<file path="config.mk">
export PLATFORM = sky130hd
export DESIGN_NAME = instruction_fetch_unit_flat
export DESIGN_NICKNAME = d
export VERILOG_FILES = /design/src/rtl/instruction_fetch_unit_pkg.sv /design/src/rtl/instruction_fetch_unit_if.sv /design/src/rtl/instruction_fetch_unit_timeout_counter.sv /design/src/rtl/instruction_fetch_unit.sv /design/src/flat_wrapper.sv
export SDC_FILE = /design/constraint.sdc
export NUM_CORES = 1
export LEC_CHECK = 0
export CORE_AREA = 2 2 99 101
export DETAILED_ROUTE_END_ITERATION = 7
export DIE_AREA = 0 0 101 103
export PLACE_DENSITY = 0.84
export SETUP_SLACK_MARGIN = 0.5
export SKIP_CTS_REPAIR_TIMING = 1
export SYNTH_ARGS = -nofsm -noshare
export SYNTH_HDL_FRONTEND = slang
export SYNTH_SLANG_ARGS = --single-unit
</file>
<file path="constraint.sdc">
create_clock -name clock -period 2.7 [get_ports clock]
set_input_delay 0.54 -clock clock [delete_from_list [all_inputs] [get_ports clock]]
set_output_delay 0.54 -clock clock [all_outputs]
set_load 0.02 [all_outputs]
</file>
<file path="src/rtl/instruction_fetch_unit_pkg.sv">
// Shared definitions for the multicycle MIPS fetch sequencer.
// The ERR state and the timeout limit matter only when FETCH_TIMEOUT_EN is defined.
package mips_fetch_pkg;

    // Fetch sequencer states; ERR is reachable only with the timeout enabled.
    typedef enum logic [1:0] {
        FS_IDLE = 2'd0,
        FS_REQ  = 2'd1,
        FS_DONE = 2'd2,
        FS_ERR  = 2'd3
    } fetch_state_e;

    // One MIPS instruction word is four bytes; PC advances by this amount.
    localparam int unsigned INSTR_BYTES = 4;

    // Default number of unanswered REQ cycles before a fetch is abandoned.
    localparam int unsigned DEFAULT_TIMEOUT_CYCLES = 255;

    // Counter width able to hold the value `limit` itself.
    function automatic int unsigned cnt_width(input int unsigned limit);
        return $clog2(limit + 1);
    endfunction

endpackage

</file>
<file path="src/rtl/instruction_fetch_unit_if.sv">
// Bundle of the fetch sequencer's control, memory and PC-update signals.
// slave = the fetch unit, master = the control FSM / memory side driving it.
interface instruction_fetch_unit_if #(
    parameter int ADDR_W = 32,
    parameter int DATA_W = 32
);
    logic              fetch_start;
    logic [ADDR_W-1:0] pc_in;
    logic              mem_req;
    logic [ADDR_W-1:0] mem_addr;
    logic [DATA_W-1:0] mem_rdata;
    logic              mem_ready;
    logic [DATA_W-1:0] ir_out;
    logic [ADDR_W-1:0] pc_next;
    logic              pc_write;
    logic              fetch_done;
    logic              busy;
    logic              fetch_err;

    modport slave (
        input  fetch_start, pc_in, mem_rdata, mem_ready,
        output mem_req, mem_addr, ir_out, pc_next, pc_write, fetch_done, busy, fetch_err
    );

    modport master (
        output fetch_start, pc_in, mem_rdata, mem_ready,
        input  mem_req, mem_addr, ir_out, pc_next, pc_write, fetch_done, busy, fetch_err
    );
endinterface

</file>
<file path="src/rtl/instruction_fetch_unit_timeout_counter.sv">
// Wait counter for the fetch sequencer: counts REQ cycles without mem_ready
// and flags the cycle on which the limit is hit. Used only under FETCH_TIMEOUT_EN.
module fetch_timeout_counter
    import mips_fetch_pkg::*;
#(
    parameter int unsigned LIMIT = DEFAULT_TIMEOUT_CYCLES
) (
    input  logic clock,
    input  logic reset_n,
    input  logic clear_i,   // entering REQ: start a fresh count
    input  logic wait_i,    // in REQ and memory has not answered this cycle
    output logic expire_o   // this wait cycle brings the count to LIMIT
);
    localparam int unsigned    CNT_W = cnt_width(LIMIT);
    localparam logic [CNT_W-1:0] LAST = CNT_W'(LIMIT - 1);

    logic [CNT_W-1:0] cnt_q, cnt_d;

    // Limit is reached on the wait cycle that would make the count equal LIMIT.
    assign expire_o = wait_i && (cnt_q == LAST);

    // Next count: clear on REQ entry, otherwise advance on each unanswered cycle.
    always_comb begin
        cnt_d = cnt_q;
        if (clear_i)
            cnt_d = '0;
        else if (wait_i)
            cnt_d = cnt_q + 1'b1;
    end

    // Count register.
    always_ff @(posedge clock or negedge reset_n) begin
        if (!reset_n)
            cnt_q <= '0;
        else
            cnt_q <= cnt_d;
    end
endmodule

</file>
<file path="src/rtl/instruction_fetch_unit.sv">
// Multicycle MIPS instruction fetch sequencer.
// IDLE latches the PC, REQ holds a registered memory request until mem_ready,
// DONE emits a one-cycle pc_write/fetch_done pulse with IR and PC+4 registered.
// Optional feature macro: FETCH_TIMEOUT_EN (adds wait counter and ERR state).
module instruction_fetch_unit
    import mips_fetch_pkg::*;
#(
    parameter int          ADDR_W         = 32,
    parameter int          DATA_W         = 32,
    parameter int unsigned TIMEOUT_CYCLES = DEFAULT_TIMEOUT_CYCLES
) (
    input  logic                      clock,
    input  logic                      reset_n,
    instruction_fetch_unit_if.slave   bus
);
    localparam logic [1:0] ST_IDLE = FS_IDLE;
    localparam logic [1:0] ST_REQ  = FS_REQ;
    localparam logic [1:0] ST_DONE = FS_DONE;
`ifdef FETCH_TIMEOUT_EN
    localparam logic [1:0] ST_ERR  = FS_ERR;
`endif

    // A zero limit would abandon every fetch before memory can answer.
    if (TIMEOUT_CYCLES == 0) begin : g_illegal_timeout
    end

    logic [1:0]        state_q, state_d;
    logic [ADDR_W-1:0] addr_q, addr_d;
    logic [DATA_W-1:0] ir_q, ir_d;
    logic [ADDR_W-1:0] pc_next_q, pc_next_d;
    logic              mem_req_q, mem_req_d;
    logic              done_q, done_d;
    logic              timeout_hit;
    logic              start_acc;

    // A request is accepted only from IDLE; anything arriving while busy is dropped.
    assign start_acc = (state_q == ST_IDLE) && bus.fetch_start;

`ifdef FETCH_TIMEOUT_EN
    logic err_q, err_d;

    fetch_timeout_counter #(
        .LIMIT (TIMEOUT_CYCLES)
    ) u_timeout (
        .clock    (clock),
        .reset_n  (reset_n),
        .clear_i  (start_acc),
        .wait_i   ((state_q == ST_REQ) && !bus.mem_ready),
        .expire_o (timeout_hit)
    );
`else
    assign timeout_hit = 1'b0;
`endif

    // Next-state and datapath decode; outputs are all registered off *_d.
    always_comb begin
        state_d   = state_q;
        addr_d    = addr_q;
        ir_d      = ir_q;
        pc_next_d = pc_next_q;
        mem_req_d = 1'b0;
        done_d    = 1'b0;
`ifdef FETCH_TIMEOUT_EN
        err_d     = 1'b0;
`endif
        case (state_q)
            ST_IDLE: begin
                if (start_acc) begin
                    state_d   = ST_REQ;
                    addr_d    = bus.pc_in;
                    mem_req_d = 1'b1;
                end
            end
            ST_REQ: begin
                // Ready wins over a timeout landing on the same cycle.
                if (bus.mem_ready) begin
                    ir_d      = bus.mem_rdata;
                    pc_next_d = addr_q + ADDR_W'(INSTR_BYTES);
                    done_d    = 1'b1;
                    state_d   = ST_DONE;
                end else if (timeout_hit) begin
`ifdef FETCH_TIMEOUT_EN
                    err_d     = 1'b1;
                    state_d   = ST_ERR;
`endif
                end else begin
                    mem_req_d = 1'b1;
                end
            end
            ST_DONE: state_d = ST_IDLE;
`ifdef FETCH_TIMEOUT_EN
            ST_ERR:  state_d = ST_IDLE;
`endif
            default: state_d = ST_IDLE;
        endcase
    end

    // State and output registers; reset clears every visible output immediately.
    always_ff @(posedge clock or negedge reset_n) begin
        if (!reset_n) begin
            state_q   <= ST_IDLE;
            addr_q    <= '0;
            ir_q      <= '0;
            pc_next_q <= '0;
            mem_req_q <= 1'b0;
            done_q    <= 1'b0;
        end else begin
            state_q   <= state_d;
            addr_q    <= addr_d;
            ir_q      <= ir_d;
            pc_next_q <= pc_next_d;
            mem_req_q <= mem_req_d;
            done_q    <= done_d;
        end
    end

`ifdef FETCH_TIMEOUT_EN
    // Timeout pulse register, high for the single ERR cycle.
    always_ff @(posedge clock or negedge reset_n) begin
        if (!reset_n)
            err_q <= 1'b0;
        else
            err_q <= err_d;
    end
    assign bus.fetch_err = err_q;
`else
    assign bus.fetch_err = 1'b0;
`endif

    assign bus.mem_req    = mem_req_q;
    assign bus.mem_addr   = addr_q;
    assign bus.ir_out     = ir_q;
    assign bus.pc_next    = pc_next_q;
    assign bus.pc_write   = done_q;
    assign bus.fetch_done = done_q;
    assign bus.busy       = (state_q != ST_IDLE);
endmodule

</file>
<file path="src/flat_wrapper.sv">
// flat-port wrapper written by rule: the top's interface ports become plain ports
module instruction_fetch_unit_flat import mips_fetch_pkg::*;
#(
    parameter int          ADDR_W         = 32,
    parameter int          DATA_W         = 32,
    parameter int unsigned TIMEOUT_CYCLES = DEFAULT_TIMEOUT_CYCLES
)
  (clock, reset_n, bus_fetch_start, bus_pc_in, bus_mem_rdata, bus_mem_ready, bus_mem_req, bus_mem_addr, bus_ir_out, bus_pc_next, bus_pc_write, bus_fetch_done, bus_busy, bus_fetch_err);
  instruction_fetch_unit_if #(.ADDR_W(ADDR_W), .DATA_W(DATA_W)) bus_i ();
  input  logic clock;
  input  logic reset_n;
  input wire logic [$bits(bus_i.fetch_start)-1:0] bus_fetch_start;
  input wire logic [$bits(bus_i.pc_in)-1:0] bus_pc_in;
  input wire logic [$bits(bus_i.mem_rdata)-1:0] bus_mem_rdata;
  input wire logic [$bits(bus_i.mem_ready)-1:0] bus_mem_ready;
  output wire logic [$bits(bus_i.mem_req)-1:0] bus_mem_req;
  output wire logic [$bits(bus_i.mem_addr)-1:0] bus_mem_addr;
  output wire logic [$bits(bus_i.ir_out)-1:0] bus_ir_out;
  output wire logic [$bits(bus_i.pc_next)-1:0] bus_pc_next;
  output wire logic [$bits(bus_i.pc_write)-1:0] bus_pc_write;
  output wire logic [$bits(bus_i.fetch_done)-1:0] bus_fetch_done;
  output wire logic [$bits(bus_i.busy)-1:0] bus_busy;
  output wire logic [$bits(bus_i.fetch_err)-1:0] bus_fetch_err;
  assign bus_i.fetch_start = bus_fetch_start;
  assign bus_i.pc_in = bus_pc_in;
  assign bus_i.mem_rdata = bus_mem_rdata;
  assign bus_i.mem_ready = bus_mem_ready;
  assign bus_mem_req = bus_i.mem_req;
  assign bus_mem_addr = bus_i.mem_addr;
  assign bus_ir_out = bus_i.ir_out;
  assign bus_pc_next = bus_i.pc_next;
  assign bus_pc_write = bus_i.pc_write;
  assign bus_fetch_done = bus_i.fetch_done;
  assign bus_busy = bus_i.busy;
  assign bus_fetch_err = bus_i.fetch_err;
  instruction_fetch_unit #(.ADDR_W(ADDR_W), .DATA_W(DATA_W), .TIMEOUT_CYCLES(TIMEOUT_CYCLES)) u_core (.clock(clock), .reset_n(reset_n), .bus(bus_i));
endmodule
</file>
# [Word level (Yosys, flattened, before mapping)]
# Cells that the tools add are included.
[word_totals] regBits=100 input_bits=68
[op_classes] muxes=8 n_eq_ne=3 reduce_logical=6 add_sub_neg=1
[op_table] operator="32-bit by 3-bit adder with 32-bit output (second input constant)" count=1
[op_table] operator="2-bit AND reduction" count=3
[op_table] operator="1-bit 2-to-1 mux" count=4
[op_table] operator="2-bit 2-to-1 mux" count=2
[op_table] operator="2-bit case mux with 2 select lines" count=1
[op_table] operator="2-bit by 1-bit equality test with 1-bit output (second input constant)" count=1
[op_table] operator="2-bit zero test" count=1
[op_table] operator="2-bit by 1-bit inequality test with 1-bit output (second input constant)" count=1
[op_table] operator="2-bit inequality test (second input constant)" count=1
[op_table] operator="1-bit case mux with 2 select lines" count=1
[op_table] operator="2-bit nonzero test" count=1
[op_table] operator="1-bit logical AND" count=1

# [Longest topological paths before layout]
[logic_depth] ltp_word=4 depth_mapped=7 mapped_depth_nobuf=6

# [Worst setup path after synthesis]
# No wires, ideal clock.
[synth_path] path_type="reg2reg" from="reg u_core.state_q[1]" to="reg u_core.addr_q[10] (netlist: u_core.bus.mem_addr[10])" setup_slack_ns=1.030 stages_incl_launch_ff=5 arrival_time_ns=1.545 setup_ns=0.125 t_required_ns=2.575 cell_sequence="dfrtp_1 > or2_2 > nor2_2 > buf_2 > mux2_2"
[synth_between] elab_chain_len=3
[synth_rtl] item="start, declared" line="instruction_fetch_unit.sv:27" text="logic [1:0] state_q, state_d;"
[synth_rtl] item="start signal, assigned" line="instruction_fetch_unit.sv:108" text="state_q <= state_d;"
[synth_rtl] item="2-bit zero test *" line="instruction_fetch_unit.sv:37, instruction_fetch_unit.sv:66"
[synth_rtl] item="1-bit logical AND" line="instruction_fetch_unit.sv:37" text="assign start_acc = (state_q == ST_IDLE) && bus.fetch_start;"
[synth_rtl] item="2-bit AND reduction (no source line) *"
[synth_rtl] item="end signal, assigned" line="instruction_fetch_unit.sv:109" text="addr_q <= addr_d;"
[synth_rtl] item="end, declared" line="instruction_fetch_unit.sv:28" text="logic [ADDR_W-1:0] addr_q, addr_d;"
# Every way passes the cells marked *; elsewhere a longest branch is shown, timed or not.
# A chain may end at the register's enable or synchronous reset.

# [Worst setup path in the final report]
[layout_path] from="reg u_core.addr_q[12] (netlist: u_core.bus.mem_addr[12])" to="out bus_mem_addr[12]"
[layout_lines] item="end, declared" line="flat_wrapper.sv:17" text="output wire logic [$bits(bus_i.mem_addr)-1:0] bus_mem_addr;"
# No word-level cell between the ends.

==> summary.md <==
| Metric | Value |
|---|---|
| Die width | roughly 100 µm |
| Slew Viols, Final | 0 |
| Worst Skew | 0.0106 ns |
| Clk_lat worst skew | roughly 0.36 ns |
| H-Tree Depth | 3 |
| Number of max-cap violations | 0 |
| Number of port buffers | 167 |
| Number of global-route vias before repair | 3403 |
| Worst Hold Class | in2async |
| CP delay by family, top | buffers and inverters |
| Total track usage | 20.9% |
| Ys flop type | dfrtp_1 |
| CP Buf/Inv Count | 1 |
| DRC Markers | 0 |
| Crit Path Max Fanout | 8 |
| DIE HEIGHT | 103 µm |
| Startpoint types | flip-flop |
| Post-Syn Nets | just under 500 |
| Vias after detailed routing | 3449 |
| Final Critical Period | 2.11 ns |
| Row cnt | 36 |
| Req. time, crit path | 2.16 ns |
| Post-Synth Simple-Gate Area | 21.0% |
| Antenna Violating Nets Remaining | 0 |
| Final HPWL DP | 7.93 mm |
| Measured slew at the worst slew-check pin | a little under 1 ns |
| CTS Sinks | 100 |
| Synthesis-stage register bit count | 100 |
| YS warnings | 0 |
| Worst Setup End Kind | primary output |
| Fin crit share | 78.0% |
| N_diodes | 0 |
| Clock slew at reported path FFs | ~0.1 ns |
| Largest net degree at the start of global routing | 95 |
| Most frequent cells in the layout | 165 x clkdlybuf4s50_1, 147 x nand2_1, 100 x dfrtp_1 |
| WL per Instance | 15.6 µm |
| Final setup vio count | 0 |
| Top-Level Pins | approximately 170 |
| Post-layout util | 66.1% |
| Nets | about 640 |
| Number of flops mapped to enable cells by yosys | 0 |
| Fraction of layout cells with a size suffix above 1 | between 10% and 20% |
| Status | finished, final reports clean |
| Crit-path max cell delay | ~0.69 ns |
| Syn avg cell area | 10.4 µm² |
| Fillers | 740 |
| Largest voltage drop on the vdd net | 555 µV |
| Initial antenna violation count | 0 |
| First-pass GRT wire length | around 17 mm |
| Compound-Gate Fraction of Synth Area | 3.97% |
| Worst reg2reg endpoint | u_core.bus.pc_next[26] |
| Hold Vio Cnt, Final | 0 |
| DRT Wirelength | 10.8 mm |
| Die ar. | approximately 10000 µm² |
| Cells after Synth | 412 |
| Commonest non-fill, non-tap cell in the layout | clkdlybuf4s50_1 |
| Relative slew margins | approximately 34% |
| Reg2reg setup slack | around 0.85 ns |
| R2r startpoint | u_core.bus.mem_addr[2] |
| Max Freq | 0.475 GHz |
| Post-synthesis mux area share | approximately 8.1% |
| Via density | 4.98 |
| Leakage power | 2.72 nW |
| Aggregate global routing overflow | 0 |
| Yosys cell types | 33 |
| Post-placement setup slack | 0.274 ns |
| Critical path class | reg2out |
| TritonCTS clock tree | yes |
| CP cell instances | clkdlybuf4s50_1 |
| R2R depth | 6 |
| Iteration count of the initial detailed-routing pass | 4 |
| CTS max path bufs | 2 |
| Seq/Total Area, Yosys | just under 60% |
| Post-Synth Adder-Cell Area | 0.292% |
| Setup_tns | 0 ns |
| Inserted Clock Buffers | 9 |
| Power per cell area | between 900 and 1000 nW/µm² |
| Syn-to-layout area delta | 45.6% |
| RSZ-0062 raised after global routing | false |
| Final GP Congestion | roughly 0.80 |
| Crit path DAT | 1.57 ns |
| Initial Util | 45.4% |
| Drt initial violations | roughly 90 |
| Asr flop ratio synth | 100% |
| Fin worst setup slack | between 0.5 and 0.6 ns |
| Post-synthesis xor/xnor area fraction | 5.71% |
| CTS root buf | clkbuf_8 |
| Core box area | 9460 µm² |
| Synthesized cell area | between 4000 and 5000 µm² |
| Slowest cell on the critical path | clkdlybuf4s50_1 |
| Combinational family with the most area after synthesis | simple AND/OR/NAND/NOR gates |
[worst max-delay path by stage]
stage,to,startpoint,slack (ns),cells past startpoint
after floorplan,u_core.bus.mem_addr[10],u_core.state_q[1],1.03,4
after detailed placement,u_core.bus.ir_out[12],bus_mem_ready,0.27,6
final,bus_mem_addr[12],u_core.bus.mem_addr[12],0.59,1
after CTS,bus_busy,u_core.state_q[1],0.46,2
after global routing,u_core.bus.ir_out[16],bus_mem_ready,0.50,6
after global placement,u_core.bus.pc_next[3],bus_mem_ready,0.37,6
[cell type report]
type	count	area (µm²)	share of cell area (%)
Sequential cell	100	2500	40.0
Timing Repair Buffer	170	1710	27.3
Multi-Input combinational cell	287	1690	27.1
Tap cell	114	143	2.28
Clock buffer	10	138	2.20
Clock inverter	6	45.0	0.721
Inverter	6	22.5	0.360
[per-layer routing]
| metal | track usage [%] | share of wire (%) | up-vias |
|---|---|---|---|
| li1 | - | - | 1672 |
| met1 | 26.6 | 42 | 1677 |
| met2 | 35.6 | 51 | 90 |
| met3 | 5.90 | 5.2 | 10 |
| met4 | 5.09 | 1.3 | 0 |
| met5 | 0 | 0 | - |
[sequential cells by signal, summed over array words and instances (netlist names)]
register and cells:
u_core.bus.fetch_done 1, u_core.bus.ir_out 32, u_core.bus.mem_addr 32, u_core.bus.mem_req 1
u_core.bus.pc_next 32, u_core.state_q 2
[logic make-up (layout without fill, tap and decap cells)]
| family | after synthesis | after routing |
|---|---|---|
| other cells | 1 | 1 |
| compound gates | 31 | 31 |
| mux | 31 | 31 |
| buf+inv | 25 | 192 |
| flops | 100 | 100 |
| xor+xnor | 28 | 28 |
| simple gates | 195 | 195 |
| fa+ha+maj | 1 | 1 |
[cells in the mapped netlist, types with 3 or more instances]
master	number	share of area [%]
nand2_1	147	13
dfrtp_1	100	58
mux2_2	31	8.1
o21ai_0	18	2.1
xor2_1	16	3.3
clkbuf_1	12	1.0
xnor2_1	12	2.4
nand3_1	11	1.3
nor2_1	9	0.79
o21ai_1	9	1.0
nand4_1	7	1.0
inv_1	5	0.44
o21ai_2	4	0.82
buf_2	3	0.35
nand4_4	3	1.5
nor3_2	3	0.70
[report_power, final]
| group | internal (W) | switching, W |
|---|---|---|
| logic | 0.00127 | 0.00130 |
| registers | 0.00199 | 0.000453 |
| clock network | 0.000371 | 0.000528 |
| total | 0.00362 | 0.00228 |
[metrics by stage]
stage	cell area [µm²]	hold slack (ns)	cells	power (W)
global placement	6060	0.457	677	0.00497
finish	6250	0.171	693	0.00590
CTS	6250	0.186	693	0.00596
detailed placement	6060	0.461	677	0.00505
global route	6250	0.197	693	0.00624
floorplan	4290	0.244	412	0.00366
No activity file was read; power rests on OpenSTA's default activity.
